--- config.mk ---
export PLATFORM = sky130hd
export DESIGN_NAME = fir_tap_sequencer
export DESIGN_NICKNAME = d
export VERILOG_FILES = /design/src/rtl/fir_pkg.sv /design/src/rtl/fir_tap_sequencer_mod_counter.sv /design/src/rtl/fir_tap_sequencer.sv
export SDC_FILE = /design/constraint.sdc
export NUM_CORES = 1
export LEC_CHECK = 0
export ABC_CLOCK_PERIOD_IN_PS = 6100
export CORE_MARGIN = 10
export CORE_UTILIZATION = 54
export DETAILED_ROUTE_END_ITERATION = 6
export GPL_TIMING_DRIVEN = 0
export MAX_ROUTING_LAYER = met4
export PLACE_DENSITY = 0.83
export SLEW_MARGIN = 20
export SYNTH_ARGS = -nofsm -noshare
export SYNTH_HDL_FRONTEND = slang
export SYNTH_SLANG_ARGS = --single-unit
--- constraint.sdc ---
create_clock -name clock_in -period 6.1 [get_ports clock_in]
set_clock_uncertainty 0.05 [all_clocks]
set_input_delay 1.83 -clock clock_in [delete_from_list [all_inputs] [get_ports clock_in]]
set_output_delay 1.83 -clock clock_in [all_outputs]
set_load 0.02 [all_outputs]
--- src/rtl/fir_pkg.sv ---
// Shared types and helpers for the FIR tap sequencer: FSM states, default
// sizing, and modulo arithmetic for circular delay-line pointers.
package fir_pkg;

  typedef enum logic [1:0] {
    IDLE,
    RUN,
    DRAIN
  } fir_state_e;

  localparam int unsigned N_TAPS_DEF  = 16;
  localparam int unsigned MAC_LAT_DEF = 2;

  // Returns (ptr - step) mod modulus; requires ptr < modulus and step < modulus.
  function automatic int unsigned wrap_dec(input int unsigned ptr,
                                           input int unsigned step,
                                           input int unsigned modulus);
    return (ptr >= step) ? (ptr - step) : (ptr + modulus - step);
  endfunction

endpackage

--- src/rtl/fir_tap_sequencer_mod_counter.sv ---
// Modulo-MOD up counter with synchronous clear; wrap flags the terminal
// count in a cycle where the counter advances.
module mod_counter #(
  parameter  int unsigned MOD = 16,
  localparam int unsigned W   = (MOD > 1) ? $clog2(MOD) : 1
) (
  input  logic         clock_in,
  input  logic         rst,
  input  logic         en,
  input  logic         clr,
  output logic [W-1:0] count,
  output logic         wrap
);

  assign wrap = en && (count == W'(MOD - 1));

  always_ff @(posedge clock_in) begin
    if (rst || clr) begin
      count <= '0;
    end else if (en) begin
      count <= wrap ? '0 : count + 1'b1;
    end
  end

endmodule

--- src/rtl/fir_tap_sequencer.sv ---
// Sequencer for a shared MAC running an N_TAPS FIR: accepts a sample, walks
// every tap once per cycle, waits out MAC latency, then flags the result.
module fir_tap_sequencer
  import fir_pkg::*;
#(
  parameter  int unsigned N_TAPS  = N_TAPS_DEF,
  parameter  int unsigned MAC_LAT = MAC_LAT_DEF,
  localparam int unsigned AW      = $clog2(N_TAPS)
) (
  input  logic          clock_in,
  input  logic          rst,
  input  logic          sample_valid,
  output logic          sample_ready,
  output logic          wr_en,
  output logic [AW-1:0] wr_ptr,
  output logic [AW-1:0] rd_ptr,
  output logic [AW-1:0] coef_addr,
  output logic          mac_en,
  output logic          mac_clear,
  output logic          result_valid,
  output logic          overrun,
  input  logic          overrun_clr
);

  fir_state_e    state, state_n;
  logic          accept, drop;
  logic          k_wrap, wr_wrap;
  logic [AW-1:0] k, base, rd_n;
  logic [2:0]    drain_cnt;

  assign sample_ready = (state == IDLE) && !rst;
  assign accept       = sample_ready && sample_valid;
  assign drop         = sample_valid && !sample_ready;
  assign wr_en        = accept;
  assign coef_addr    = k;

  mod_counter #(.MOD(N_TAPS)) u_wr_ctr (
    .clock_in (clock_in),
    .rst      (rst),
    .en       (accept),
    .clr      (1'b0),
    .count    (wr_ptr),
    .wrap     (wr_wrap)
  );

  mod_counter #(.MOD(N_TAPS)) u_tap_ctr (
    .clock_in (clock_in),
    .rst      (rst),
    .en       (state == RUN),
    .clr      (accept),
    .count    (k),
    .wrap     (k_wrap)
  );

  always_comb begin
    state_n = state;
    case (state)
      IDLE:    if (accept) state_n = RUN;
      RUN:     if (k_wrap) state_n = (MAC_LAT == 0) ? IDLE : DRAIN;
      DRAIN:   if (32'(drain_cnt) + 32'd1 >= MAC_LAT) state_n = IDLE;
      default: state_n = IDLE;
    endcase
  end

  // rd_ptr is registered, so it is computed from the tap index it will show next cycle.
  always_comb begin
    rd_n = rd_ptr;
    if (accept) begin
      rd_n = wr_ptr;
    end else if ((state == RUN) && !k_wrap) begin
      rd_n = AW'(wrap_dec(32'(base), 32'(k) + 32'd1, N_TAPS));
    end
  end

  always_ff @(posedge clock_in) begin
    if (rst) begin
      state        <= IDLE;
      base         <= '0;
      drain_cnt    <= '0;
      rd_ptr       <= '0;
      mac_en       <= 1'b0;
      mac_clear    <= 1'b0;
      result_valid <= 1'b0;
      overrun      <= 1'b0;
    end else begin
      state        <= state_n;
      if (accept) base <= wr_ptr;
      drain_cnt    <= ((state == DRAIN) && (state_n == DRAIN)) ? drain_cnt + 3'd1 : '0;
      rd_ptr       <= rd_n;
      mac_en       <= (state_n == RUN);
      mac_clear    <= accept;
      result_valid <= (state != IDLE) && (state_n == IDLE);
      if (drop) begin
        overrun <= 1'b1;
      end else if (overrun_clr) begin
        overrun <= 1'b0;
      end
    end
  end

endmodule

==> results.yml <==
power:
  vdd_drop_max_uv: 159
  p_int_uw: 218
  p_sw_uw: 81.0
  p_leak_uw: 0.000545
  powerDensity_nw_per_um2: 213
  seqPwrFrac: 0.587
  p_total_uw: 299
  power_frac_clock: 0.251
  power_frac_comb: 0.162
  swShare: 0.271
place:
  io_buffer_count: 20
  dp_hpwl_mm: 1.78
  place.gp.congestion: 0.852
worst_setup_path:
  cp_slowest_cell: "clkdlybuf4s50_1"
  critPathBufInv: 4
  crit_chain: "clkdlybuf4s50_1 -> or4b_1 -> buf_6 -> inv_8 -> clkdlybuf4s50_1"
  arrival_ns: 3.59
  path_max_fanout: 10
  cp-start-kind: "input pin"
  path_delay_family: "buffers and inverters"
  path_class: "input pin to output port"
  path_common_cell: "clkdlybuf4s50_1"
  slowest_delay_ns: 0.61
  required_ns: 4.22
  rrSetupSlack_ns: 4.08
  cp-end-kind: "output port"
routing:
  ant_nets: 0
  post_drt_wl_per_cell_um: 13.4
  wl_mm: 2.39
  drc: 0
  vias: 975
  drtPass1Iterations: 4
  viasPerCell: 5.48
  drt_iter0_drc: 23
sta:
  finalCritPeriodShare: 0.897
  slew_viol_final: 0
  finalCriticalPeriod_ns: 5.47
  finalSetupViolCount: 0
  rsz0062_at_grt: "false"
  setup_tns_ns: 0
  max_freq_mhz: 183
  final-hold-violation-count: 0
logic_synthesis:
  ys_async_sr_fraction: 0
  avgSynthCellArea_um2: 9.04
  syn_area_um2: 1140
  synthMuxAreaShare: 0.00879
  synth_largest_area_cell: "dfxtp_1"
  netlist_instances: 126
  synth_xor_area_frac: 0.0385
  synth_edf_count: 0
  synth-seq-cells: 25
  synthSimpleGateAreaFrac: 0.216
  synth_ff_type: "dfxtp_1"
  synthAdderAreaFrac: 0.0945
  synth_compound_area_frac: 0.140
  seq_area_frac_synth: 0.440
  yosys-top-cells-area: "dfxtp_1 44%, ha_1 7.7%, nand2_1 5.3%"
  synth_top_family_by_area: "simple AND/OR/NAND/NOR gates"
  yosysMostFrequentCell: "dfxtp_1"
  synth_commonest_cells: "25 x dfxtp_1, 16 x nand2_1, 10 x a21oi_1"
  synth_cell_types: 35
  yosysWarnings: 0
  synth_top_area_frac: 0.440
cts:
  cts_resized: 0
  path_clk_slew_ns: 0.14
  cts_tree: "built"
  cts_inserted_buffers: 3
  clock-sinks: 25
  ctsLongestPathBuffers: 2
  clk_latency_ns: 0.31
  ctsHoldBuffers: 0
  cts_setup_buffers: 0
  clockRootBuffer: "clkbuf_4"
  htreeDepth: 1
floorplan:
  io_pins: 22
  design.die.area_um2: 4350
  fp.dieW_um: 65.9
  die_h_um: 65.9
  start_util: 0.574
  num_rows: 16
  core_area_um2: 1980
status:
  status: "complete, no violations"
cells_and_area:
  nets: 164
  area_delta_synth_final_pct: 23.2
  diodes: 0
  drive_above_1_share: 0.0464
worst_hold_path:
  hp-class: "flip-flop to flip-flop"
global_route:
  grt_pass1_wl_mm: 4.17
  antenna_found_initial: 0
  grt_max_degree: 14
  grt_pass1_vias: 997
  grt_use_total: 0.121
  grt-ovfl-total: 0
job:
  cap_violations: 0
==> per-stage QoR <==
| stage | setup slack (ns) | hold WS [ns] | instance area (um2) | util | instances |
|---|---|---|---|---|---|
| 5_1_grt | 0.560 | 0.456 | 1400 | 0.708 | 178 |
| 3_3_place_gp | 0.619 | 0.410 | 1380 | 0.694 | 174 |
| 3_5_place_dp | 0.624 | 0.408 | 1380 | 0.694 | 174 |
| 2_1_floorplan | 1.57 | 0.400 | 1140 | - | 127 |
| 6_report | 0.628 | 0.436 | 1400 | 0.708 | 178 |
| 4_1_cts | 0.616 | 0.435 | 1400 | 0.708 | 178 |
==> worst paths after layout <==
| check | from | end | depth (start not counted) |
|---|---|---|---|
| setup / recovery | sample_valid | wr_en | 5 |
| setup reg to reg | u_tap_ctr.count[0]$_SDFFE_PP0P_ | rd_ptr[3]$_SDFFE_PP0P_ | 7 |
| hold / removal | overrun$_SDFFE_PP0P_ | overrun$_SDFFE_PP0P_ | 2 |
| hold reg to reg | overrun$_SDFFE_PP0P_ | overrun$_SDFFE_PP0P_ | 2 |
==> kinds of logic after synthesis <==
group,count (synthesis)
and+or+nand+nor,47
AOI/OAI and AO/OA,27
DFF,25
buffers and inverters,12
adders and majority gates,8
xor gates and xnor gates,5
other,1
muxes,1
==> power by group through the flow <==
stage	registers, uW	logic (uW)	clock network (uW)
2_1_floorplan	184	23.9	0
3_3_place_gp	179	47.9	0
3_5_place_dp	179	48.2	0
4_1_cts	175	49.1	75.1
5_1_grt	176	53.7	80.9
6_report	175	48.5	74.9
==> cells in the final DEF, fill, tap and decap left out, types with 4 or more instances in the layout <==
| cell | count |
|---|---|
| a21oi_1 | 10 |
| clkdlybuf4s50_1 | 20 |
| dfxtp_1 | 25 |
| ha_1 | 7 |
| inv_1 | 8 |
| nand2_1 | 16 |
| nand2b_1 | 4 |
| nand3_1 | 4 |
| nor2_1 | 9 |
| o21ai_0 | 7 |
| or3_1 | 4 |
==> tightest hold or removal path, stage by stage, from the launching register on <==
cell,delay (ns)
dfxtp_1,0.34
nand2b_1,0.06
a21oi_1,0.06
==> cell type report <==
cell class / count / area (um2)
plain buffers: 3 / 26.3
multi-input cells: 90 / 574
flip-flops and latches: 25 / 500
repair buffers: 20 / 200
fillers: 157 / 579
inverters: 9 / 41.3
well taps: 27 / 33.8
clock buffers: 4 / 26.3
==> sequential cells by signal (all words and copies together) (netlist names) <==
signal	flops
mac_en	1
u_tap_ctr.count	4
state	2
drain_cnt	3
overrun	1
rd_ptr	4
mac_clear	1
result_valid	1
u_wr_ctr.count	4
base	4
==> layer usage <==
| layer | wire length, um | share of wire | global-route usage |
|---|---|---|---|
| met1 | 1210 | 0.51 | 0.145 |
| met3 | 156 | 0.065 | 0.0339 |
| met4 | 35 | 0.015 | 0.0481 |
| met2 | 993 | 0.41 | 0.186 |
| met5 | 0 | 0 | - |
(Power assumes the default switching activity.)
